--- config.mk ---
export PLATFORM = sky130hd
export DESIGN_NAME = tetris_ctrl_flat
export DESIGN_NICKNAME = d
export VERILOG_FILES = /design/src/rtl/tetris_pkg.sv /design/src/rtl/tetris_ctrl_if.sv /design/src/rtl/tetris_ctrl_row_full.sv /design/src/rtl/tetris_ctrl.sv /design/src/flat_wrapper.sv
export SDC_FILE = /design/constraint.sdc
export NUM_CORES = 1
export LEC_CHECK = 0
export CAP_MARGIN = 20
export CORE_AREA = 2 2 81 76
export DETAILED_ROUTE_END_ITERATION = 12
export DIE_AREA = 0 0 83 78
export PLACE_DENSITY = 0.6
export SYNTH_ARGS = -nofsm -noshare
export SYNTH_HDL_FRONTEND = slang
export SYNTH_SLANG_ARGS = --single-unit
export TNS_END_PERCENT = 100
--- constraint.sdc ---
create_clock -name clka -period 2.1 [get_ports clka]
set_input_delay 0.42 -clock clka [delete_from_list [all_inputs] [get_ports clka]]
set_output_delay 0.42 -clock clka [all_outputs]
set_load 0.03 [all_outputs]
--- src/rtl/tetris_pkg.sv ---
// Shared types for the Tetris sequencing controller: datapath command codes,
// player move codes, controller state encoding and board geometry defaults.
package tetris_pkg;

  localparam int ROWS_DEF = 8;
  localparam int COLS_DEF = 4;

  typedef enum logic [2:0] {
    CMD_HOLD  = 3'd0,
    CMD_INIT  = 3'd1,
    CMD_SPAWN = 3'd2,
    CMD_MOVE  = 3'd3,
    CMD_DROP  = 3'd4,
    CMD_LOCK  = 3'd5,
    CMD_CLEAR = 3'd6
  } dp_cmd_e;

  typedef enum logic [1:0] {
    MV_NONE  = 2'b00,
    MV_LEFT  = 2'b01,
    MV_RIGHT = 2'b10,
    MV_ROT   = 2'b11
  } move_e;

  typedef enum logic [3:0] {
    S_IDLE      = 4'd0,
    S_INIT      = 4'd1,
    S_SPAWN     = 4'd2,
    S_SPAWN_CHK = 4'd3,
    S_WAIT      = 4'd4,
    S_MOVE      = 4'd5,
    S_DROP      = 4'd6,
    S_DROP_CHK  = 4'd7,
    S_LOCK      = 4'd8,
    S_CLEAR     = 4'd9,
    S_OVER      = 4'd10
  } state_e;

  // CLEAR only commands the datapath when there is actually a full row.
  function automatic dp_cmd_e state_cmd(input state_e s, input logic any_full);
    case (s)
      S_INIT:  return CMD_INIT;
      S_SPAWN: return CMD_SPAWN;
      S_MOVE:  return CMD_MOVE;
      S_DROP:  return CMD_DROP;
      S_LOCK:  return CMD_LOCK;
      S_CLEAR: return any_full ? CMD_CLEAR : CMD_HOLD;
      default: return CMD_HOLD;
    endcase
  endfunction

endpackage

--- src/rtl/tetris_ctrl_if.sv ---
// Controller <-> datapath/player bundle. master = controller side,
// slave = datapath plus player side.
interface tetris_ctrl_if;
  import tetris_pkg::*;

  logic        move_valid;
  logic [1:0]  move_req;
  logic        touched;
  logic        error;
  logic [31:0] board_in;
  dp_cmd_e     dp_state;
  move_e       dp_move;
  logic        move_ack;

  modport master (
    input  move_valid, move_req, touched, error, board_in,
    output dp_state, dp_move, move_ack
  );

  modport slave (
    output move_valid, move_req, touched, error, board_in,
    input  dp_state, dp_move, move_ack
  );
endinterface

--- src/rtl/tetris_ctrl_row_full.sv ---
// Combinational full-row detector over the locked board; also intended for
// reuse by scoring logic.
module row_full_detect #(
  parameter int ROWS = 8,
  parameter int COLS = 4
) (
  input  logic [31:0] board_in,
  output logic        any_full
);

  always_comb begin
    any_full = 1'b0;
    for (int r = 0; r < ROWS; r++) begin
      if (&board_in[COLS*r +: COLS]) any_full = 1'b1;
    end
  end

endmodule

--- src/rtl/tetris_ctrl.sv ---
// Sequencing controller for the Tetris datapath: spawn, gravity, move, lock
// and line-clear loop, a one-deep move buffer and a saturating line count.
//
// state     | meaning
// IDLE      | no game, waiting for start
// INIT      | datapath clears the board
// SPAWN     | datapath places a new piece
// SPAWN_CHK | spawn collision -> game over
// WAIT      | gravity countdown, accepts buffered move
// MOVE      | issue buffered move
// DROP      | gravity step
// DROP_CHK  | piece resting -> lock
// LOCK      | datapath merges piece into board
// CLEAR     | remove full rows, bounded by ROWS cycles
// OVER      | game over, waiting for start
module tetris_ctrl
  import tetris_pkg::*;
#(
  parameter int TICK_DIV = 8,
  parameter int ROWS     = ROWS_DEF,
  parameter int COLS     = COLS_DEF
) (
  input  logic          clka,
  input  logic          restart_n,
  input  logic          start,
  tetris_ctrl_if.master bus,
  output logic [7:0]    lines,
  output logic          game_over,
  output logic          busy
);

  localparam int TW = $clog2(TICK_DIV);
  localparam int CW = (ROWS > 1) ? $clog2(ROWS) : 1;
  localparam logic [TW-1:0] TICK_RELOAD = TW'(TICK_DIV - 1);
  localparam logic [CW-1:0] CLR_LAST    = CW'(ROWS - 1);

  state_e        state, state_nx;
  logic [TW-1:0] tick, tick_nx;
  logic [CW-1:0] clr_cnt, clr_nx;
  logic [7:0]    lines_nx;
  logic          buf_valid, buf_valid_nx;
  logic [1:0]    buf_code, buf_code_nx;
  logic          any_full;
  logic          load;
  logic          pending;
  logic [1:0]    pend_code;

  row_full_detect #(.ROWS(ROWS), .COLS(COLS)) u_row_full (
    .board_in (bus.board_in),
    .any_full (any_full)
  );

  // A request arriving in WAIT is issued next cycle without first parking.
  assign load = bus.move_valid && (bus.move_req != MV_NONE) && !buf_valid
                && (state != S_IDLE) && (state != S_OVER);
  assign pending   = buf_valid || load;
  assign pend_code = buf_valid ? buf_code : bus.move_req;

  always_comb begin
    state_nx = state;
    tick_nx  = tick;
    clr_nx   = clr_cnt;
    lines_nx = lines;
    case (state)
      S_IDLE, S_OVER: begin
        if (start) begin
          state_nx = S_INIT;
          lines_nx = '0;
        end
      end
      S_INIT:  state_nx = S_SPAWN;
      S_SPAWN: state_nx = S_SPAWN_CHK;
      S_SPAWN_CHK: begin
        if (bus.error) begin
          state_nx = S_OVER;
        end else begin
          state_nx = S_WAIT;
          tick_nx  = TICK_RELOAD;
        end
      end
      S_WAIT: begin
        if (pending)         state_nx = S_MOVE;
        else if (tick == '0) state_nx = S_DROP;
        else                 tick_nx  = tick - 1'b1;
      end
      S_MOVE:  state_nx = S_WAIT;
      S_DROP:  state_nx = S_DROP_CHK;
      S_DROP_CHK: begin
        if (bus.touched) begin
          state_nx = S_LOCK;
        end else begin
          state_nx = S_WAIT;
          tick_nx  = TICK_RELOAD;
        end
      end
      S_LOCK: begin
        state_nx = S_CLEAR;
        clr_nx   = '0;
      end
      S_CLEAR: begin
        if (any_full) begin
          if (lines != 8'hFF) lines_nx = lines + 8'd1;
          if (clr_cnt == CLR_LAST) state_nx = S_SPAWN;
          else                     clr_nx   = clr_cnt + 1'b1;
        end else begin
          state_nx = S_SPAWN;
        end
      end
      default: state_nx = S_IDLE;
    endcase
  end

  // Issue wins over load; leaving play discards anything held.
  always_comb begin
    buf_valid_nx = buf_valid;
    buf_code_nx  = buf_code;
    if (state == S_MOVE || state_nx == S_OVER || state_nx == S_IDLE) begin
      buf_valid_nx = 1'b0;
    end else if (load) begin
      buf_valid_nx = 1'b1;
      buf_code_nx  = bus.move_req;
    end
  end

  always_ff @(posedge clka or negedge restart_n) begin
    if (!restart_n) begin
      state        <= S_IDLE;
      tick         <= TICK_RELOAD;
      clr_cnt      <= '0;
      buf_valid    <= 1'b0;
      buf_code     <= '0;
      lines        <= '0;
      game_over    <= 1'b0;
      busy         <= 1'b0;
      bus.dp_state <= CMD_HOLD;
      bus.dp_move  <= MV_NONE;
      bus.move_ack <= 1'b0;
    end else begin
      state        <= state_nx;
      tick         <= tick_nx;
      clr_cnt      <= clr_nx;
      buf_valid    <= buf_valid_nx;
      buf_code     <= buf_code_nx;
      lines        <= lines_nx;
      game_over    <= (state_nx == S_OVER);
      busy         <= (state_nx != S_IDLE) && (state_nx != S_OVER);
      bus.dp_state <= state_cmd(state_nx, any_full);
      bus.dp_move  <= (state_nx == S_MOVE) ? move_e'(pend_code) : MV_NONE;
      bus.move_ack <= (state_nx == S_MOVE);
    end
  end

endmodule

--- src/flat_wrapper.sv ---
// flat-port wrapper written by rule: the top's interface ports become plain ports
module tetris_ctrl_flat import tetris_pkg::*;
#(
  parameter int TICK_DIV = 8,
  parameter int ROWS     = ROWS_DEF,
  parameter int COLS     = COLS_DEF
)
  (clka, restart_n, start, lines, game_over, busy, bus_move_valid, bus_move_req, bus_touched, bus_error, bus_board_in, bus_dp_state, bus_dp_move, bus_move_ack);
  tetris_ctrl_if bus_i ();
  input  logic clka;
  input  logic restart_n;
  input  logic start;
  output logic [7:0] lines;
  output logic game_over;
  output logic busy;
  input wire logic [$bits(bus_i.move_valid)-1:0] bus_move_valid;
  input wire logic [$bits(bus_i.move_req)-1:0] bus_move_req;
  input wire logic [$bits(bus_i.touched)-1:0] bus_touched;
  input wire logic [$bits(bus_i.error)-1:0] bus_error;
  input wire logic [$bits(bus_i.board_in)-1:0] bus_board_in;
  output wire logic [$bits(bus_i.dp_state)-1:0] bus_dp_state;
  output wire logic [$bits(bus_i.dp_move)-1:0] bus_dp_move;
  output wire logic [$bits(bus_i.move_ack)-1:0] bus_move_ack;
  assign bus_i.move_valid = bus_move_valid;
  assign bus_i.move_req = bus_move_req;
  assign bus_i.touched = bus_touched;
  assign bus_i.error = bus_error;
  assign bus_i.board_in = bus_board_in;
  assign bus_dp_state = bus_i.dp_state;
  assign bus_dp_move = bus_i.dp_move;
  assign bus_move_ack = bus_i.move_ack;
  tetris_ctrl #(.TICK_DIV(TICK_DIV), .ROWS(ROWS), .COLS(COLS)) u_core (.clka(clka), .restart_n(restart_n), .start(start), .bus(bus_i), .lines(lines), .game_over(game_over), .busy(busy));
endmodule
# [Word level (Yosys, flattened, before mapping)]
# Index checks and enable logic that the tools add are counted.
[word_totals] reg_bits=29 word_cells=110 out_inout_bits=16 input_bits=40
[classes] muxes=34 eq_ne=29 reduce_logical=32 n_addsub=3 n_bitwise=1
[op_table] op="4-bit case mux with 10 select lines" n=1
[op_table] op="4-bit AND reduction" n=9
[op_table] op="4-bit 2-to-1 mux" n=7
[op_table] op="4-bit by 3-bit == test with 1-bit output (second input constant)" n=6
[op_table] op="4-bit == test (second input constant)" n=6
[op_table] op="8-bit 2-to-1 mux" n=3
[op_table] op="3-bit 2-to-1 mux" n=7
[op_table] op="3-bit case mux with 6 select lines" n=1
[op_table] op="8-bit case mux with 2 select lines" n=1
[op_table] op="4-bit by 2-bit == test with 1-bit output (second input constant)" n=3
[op_table] op="2-bit != test (second input constant)" n=6
[op_table] op="1-bit 2-to-1 mux" n=10
[op_table] op="3-bit case mux with 3 select lines" n=1
[op_table] op="8-bit by 1-bit adder with 8-bit output (second input constant)" n=1
[op_table] op="4-bit by 1-bit == test with 1-bit output (second input constant)" n=2
[op_table] op="4-bit zero test" n=2
[op_table] op="4-bit != test (second input constant)" n=2
[op_table] op="8-bit != test (second input constant)" n=1
[op_table] op="2-bit nonzero test" n=4
[op_table] op="4-bit nonzero test" n=2
[op_table] op="3-bit case mux with 2 select lines" n=1
[op_table] op="1-bit logical AND" n=5
[op_table] op="5-bit AND reduction" n=1
[op_table] op="2-bit 2-to-1 mux" n=2
[op_table] op="other kinds (12)" n=15

# [Longest topological paths before layout]
# Gate-level depths: netlist of run 1.
[depth] word_depth=16 depth_mapped=9 ltp_nobuf=9

# [Modules after synthesis]
# A second synthesis of run 1 with hierarchy kept.
[hier_totals] hier_cells=164 hier_area_um2=1665.3
[by_module_without_submodules] mod="tetris_ctrl" area_per_inst_um2=1596.5 cells_each=153 instances=1 seq_area_each_um2=729.4
[by_module_without_submodules] mod="row_full_detect" area_per_inst_um2=68.8 cells_each=11 instances=1 seq_area_each_um2=0.0

# [Least setup slack after synthesis of run 1]
# OpenSTA, ideal clock, no wires.
[synth_timing] kind="reg-to-reg" from="reg u_core.tick[0]" to="reg u_core.buf_code[0]" path_slack_ns=-0.055 n_path_buf=0 period_less_slack_ns=2.155 setup_time_ns=0.128 arrival_ns=2.027 required_time_ns=1.972 path_stages_with_launch=9 path_cell_list="dfstp_2 -> inv_1 -> ha_1 -> ha_1 -> and3_4 -> a211oi_4 -> mux2i_2 -> a21oi_2 -> mux2_1"
[synth_between] elab_chain_cells=9 word_cells_on_any_way=10 cone_classes="eq/ne (1); mux (3); bitwise (1); reduce/logical (5)"
[synth_lines] element="from (decl)" line="tetris_ctrl.sv:38" source="logic [TW-1:0] tick, tick_nx;"
[synth_lines] element="from (signal assigned)" line="tetris_ctrl.sv:140" source="tick <= tick_nx;"
[synth_lines] element="3-bit zero test (*)" line="tetris_ctrl.sv:83" source="else if (tick == '0) state_nx = S_DROP;"
[synth_lines] element="4-bit 2-to-1 mux (*)" line="tetris_ctrl.sv:83"
[synth_lines] element="4-bit 2-to-1 mux (*)" line="tetris_ctrl.sv:82" source="if (pending) state_nx = S_MOVE;"
[synth_lines] element="4-bit case mux with 10 select lines (*)" line="tetris_ctrl.sv:64" source="case (state)"
[synth_lines] element="4-bit == test" line="tetris_ctrl.sv:117" source="if (state == S_MOVE || state_nx == S_OVER || state_nx == S_IDLE) begin"
[synth_lines] element="1-bit logical OR" line="tetris_ctrl.sv:117"
[synth_lines] element="1-bit logical OR (*)" line="tetris_ctrl.sv:117"
[synth_lines] element="1-bit NOT (no source line) (*)"
[synth_lines] element="2-bit AND reduction (no source line) (*)"
[synth_lines] element="to (signal assigned)" line="tetris_ctrl.sv:143" source="buf_code <= buf_code_nx;"
[synth_lines] element="to (decl)" line="tetris_ctrl.sv:42" source="logic [1:0] buf_code, buf_code_nx;"
# Every way passes the cells marked *; elsewhere a longest branch is shown, timed or not.
# A chain may end at the register's enable or synchronous reset.

# [Final worst setup path of run 1]
[layout_timing] from="reg u_core.state[2]" to="reg u_core.buf_code[0]"
[layout_between] elab_chain_cells=11 word_cells_on_any_way=29 cone_classes="eq/ne (12); mux (6); bitwise (1); reduce/logical (10)"
[layout_lines] element="from (decl)" line="tetris_ctrl.sv:37" source="state_e state, state_nx;"
[layout_lines] element="from (signal assigned)" line="tetris_ctrl.sv:139" source="state <= state_nx;"
[layout_lines] element="4-bit nonzero test" line="tetris_ctrl.sv:55" source="&& (state != S_IDLE) && (state != S_OVER);"
[layout_lines] element="1-bit logical AND (2 in a row)" line="tetris_ctrl.sv:55"
[layout_lines] element="1-bit logical OR" line="tetris_ctrl.sv:56" source="assign pending = buf_valid || load;"
[layout_lines] element="4-bit 2-to-1 mux" line="tetris_ctrl.sv:82"
[layout_lines] element="4-bit case mux with 10 select lines" line="tetris_ctrl.sv:64"
[layout_lines] element="4-bit == test" line="tetris_ctrl.sv:117"
[layout_lines] element="1-bit logical OR (2 in a row)" line="tetris_ctrl.sv:117"
[layout_lines] element="1-bit NOT (no source line)"
[layout_lines] element="2-bit AND reduction (no source line) (*)"
# Marked as above.

==> summary.md, run 1 <==
| Metric | Value |
|---|---|
| Outcome | finished with violations |
| EDFF count, synth | 0 |
| Root Buffer | clkbuf_8 |
| CTS max path bufs | 2 |
| Hold Path Origin | u_core.tick[1] |
| Share of cells above drive strength 1 | 36.53% |
| Arr. time, crit path | 2.32 ns |
| Core ar. | 0.005563 mm² |
| Post-synthesis sequential area ratio | 44.47% |
| Syn Inst Count | 162 |
| RSZ-0062 raised after global routing | true |
| CTS clock-pin slew for the worst setup and hold paths | 0.06 ns |
| PortBufs | 55 |
| CTS tree | built |
| Clk sink count | 29 |
| Max FO, Critical Path | 2 |
| Number of diodes | 0 |
| Normalized max-slew margin | 74.20% |
| Hold path depth | 2 |
| Synth area leader | dfrtp_1 |
| Final Hold Fails | 0 |
| 1st-iter DRT viols | 57 |
| # IOs | 56 |
| Final ANT Viol Nets | 0 |
| LEAKAGE | 1.272 nW |
| Max VDD drop | 0.4919 mV |
| Skew final | 0.003305 ns |
| RD Place Congestion | 0.8214 |
| Critical R2R Capture | u_core.buf_code[0] |
| Switching power | 0.001084 W |
| Failing checks | negative setup slack |
| Max-cap violations | 0 |
| Fmax | 463.1 MHz |
| Clk_lat worst skew | 0.28 ns |
| Syn nets | 207 |
| Finished Cell Area | 0.002885 mm² |
| Detailed-placement wirelength estimate | 3.299 mm |
| H-tree Lvls | 2 |
| R2R setup slack | -0.06 ns |
| Top FF cell, synth | dfrtp_1 |
| Sw Share | 35.15% |
| Tcrit/Tclk final | 102.8% |
| Element type at the critical path end | flop |
| Clk pwr share | 13.5% |
| Max Slew Vio Count | 0 |
| Comb pwr share | 60.0% |
| Total routed wirelength | 4.552 mm |
| Min cycle time layout | 2.160 ns |
| Ranking of synthesized cells by area | dfrtp_1 40%, nand4_1 5.0%, dfstp_2 4.8% |
| Mean Syn Cell Area | 10.13 µm² |
| Die Ht | 78 µm |
| Area growth from synthesis to layout | 75.90% |
| CP required | 2.26 ns |
| Routed WL per cell | 13.35 µm |
| Synth warnings | 0 |
| First-pass GRT wire length | 7.576 mm |
| Start of the worst register-to-register path | u_core.state[2] |
| Hold Crit Endpoint | u_core.tick[1] |
| Initial antenna violation count | 0 |
| Final setup fails | 3 |
| Crit path launch type | flop |
| Overall global routing resource usage | 14.53% |
| Hold Worst Slack | 0.4914 ns |
| PwrDens | 1069 mW/mm² |
| Synth Cell Area | 0.001640 mm² |
| Finished Layout Cells | 341 |
| DRT Pass-1 Iters | 4 |
| Reg2Reg Depth | 8 |
| Netlist cell types | 49 |
| DR vias/cell | 4.660 |
| Most common cell after layout, fill and taps aside | clkdlybuf4s50_1 |
| Area fraction of the dominant cell type after synthesis | 39.66% |
| Post-route DRC | 0 |
| Rows | 26 |
| Seq pwr share | 26.5% |
| Setup slack after layout | -0.05951 ns |
| Placed cell count | 321 |
| Fraction of registers with async set/reset | 100.0% |
| Die Wd | 83 µm |
| CP Class | reg2reg |
| Pin count of the biggest net entering global routing | 30 |
| Post-CTS Hold Buffers | 0 |
| Vias in the first global route | 1583 |
| Hold crit path type | reg2reg |
| Cts bufs inserted | 5 |
| Vias | 1589 |
| Die area | 0.006474 mm² |
| Internal | 0.002000 W |
| Initial Utilization | 29.49% |
| Worst slew pin tran | 0.3830 ns |
| Commonest cells after routing, fill and taps aside | 52 x clkdlybuf4s50_1, 48 x buf_4, 23 x dfrtp_1 |
| Aggregate global routing overflow | 0 |
| Fin nets | 317 |
| Cell area after placement | 0.002530 mm² |
| Synthesized flop and latch total | 29 |
## worst max-delay path by stage
stage                         start                  to  slack (ns)  cells after the start
floorplan           u_core.state[2]  u_core.buf_code[0]       -0.04                      8
finish              u_core.state[2]  u_core.buf_code[0]       -0.06                      8
global placement        bus_touched  u_core.buf_code[0]       -0.47                      8
global route        u_core.state[2]  u_core.buf_code[1]       -0.13                      8
detailed placement      bus_touched  u_core.buf_code[0]       -0.48                      8
CTS                 u_core.state[2]  u_core.buf_code[0]       -0.09                      8
## power groups by stage
| stage | Combinational [W] | Clock, W | Sequential, W |
|---|---|---|---|
| final | 0.00185 | 0.000415 | 0.000817 |
| after global routing | 0.00200 | 0.000457 | 0.000835 |
| after CTS | 0.00170 | 0.000430 | 0.000816 |
| after detailed placement | 0.00138 | 0 | 0.000816 |
| after global placement | 0.00137 | 0 | 0.000816 |
| after floorplan | 0.000691 | 0 | 0.000882 |
## cell families after synthesis
| kind of cell | synth area share, % |
|---|---|
| AND/OR/NAND/NOR | 26.39 |
| flip-flops | 44.47 |
| AO/OA/AOI/OAI | 10.22 |
| buffers and inverters | 4.805 |
| multiplexers | 6.560 |
| XOR/XNOR | 3.738 |
| adder cells (fa/ha/maj) | 3.814 |
## state kept, by name, indices dropped and copies added (netlist names)
| signal | cells |
|---|---|
| u_core.buf_code | 2 |
| u_core.buf_valid | 1 |
| u_core.bus.dp_move | 2 |
| u_core.bus.dp_state | 3 |
| u_core.bus.move_ack | 1 |
| u_core.busy | 1 |
| u_core.clr_cnt | 3 |
| u_core.game_over | 1 |
| u_core.lines | 8 |
| u_core.state | 4 |
| u_core.tick | 3 |
## critical path, cell delays in order (launching register included)
cell and delay (ns):
dfrtp_1 0.38, buf_6 0.13, mux2i_4 0.21, nor3_1 0.05, or3_1 0.35, or3_4 0.36, mux2i_4 0.18, a21oi_4 0.09
mux2_4 0.30
## metal layers
layer | global-route usage, % | vias up | routed length (µm) | share of wire [%]
met4 | 5.410 | 0 | 66 | 1.4
met2 | 23.79 | 31 | 2246 | 49
met1 | 18.57 | 751 | 2073 | 46
li1 | - | 800 | - | -
met3 | 3.617 | 7 | 166 | 3.6
met5 | 0 | - | 0 | 0
## synthesized netlist by cell type (all sizes together) (4+ instances only)
cell / number
xor2: 5
mux2i: 7
nand2b: 7
nand4: 13
nand3b: 4
nor2: 16
inv: 9
buf: 4
a21oi: 6
nor3: 5
nand2: 9
dfrtp: 26
o21ai: 7
ha: 5
## area by class of cell
| cell class | count | area, µm² |
|---|---|---|
| fill | 507 | 2678 |
| multi-input combinational | 118 | 988.4 |
| timing repair buffer | 108 | 963.4 |
| sequential | 29 | 733.2 |
| tap | 70 | 87.58 |
| clock buffer | 5 | 68.82 |
| inverter | 10 | 38.79 |
| clock inverter | 1 | 5.005 |
## per-stage QoR
stage                     util (%)  setup TNS [ns]  power, W  setup WS (ns)
after floorplan                  -        -0.07831  0.001573       -0.03916
after global placement       45.48          -2.436  0.002184        -0.4732
after CTS                    49.96         -0.2411  0.002945       -0.09233
after global routing         51.87         -0.4264  0.003290        -0.1331
after detailed placement     45.48          -2.653  0.002192        -0.4762
final                        51.87         -0.1256  0.003084       -0.05951
## what timing repair did
action	4_1_cts	5_1_grt
setup endpoints to repair	4	10
pin swaps	12	9
endpoints found under the hold margin	0	0
setup buffers	11	3
resized for setup	24	20
Power figures use the tool's default switching activity.
==> run 2: changes to the inputs <==
--- a/config.mk
+++ b/config.mk
@@ -9,6 +9,7 @@
 export CORE_AREA = 2 2 81 76
 export DETAILED_ROUTE_END_ITERATION = 12
 export DIE_AREA = 0 0 83 78
+export GPL_ROUTABILITY_DRIVEN = 0
 export PLACE_DENSITY = 0.6
 export SYNTH_ARGS = -nofsm -noshare
 export SYNTH_HDL_FRONTEND = slang
==> results of run 2 <==
Final layout, timing and power as in run 1 (identical DEF).
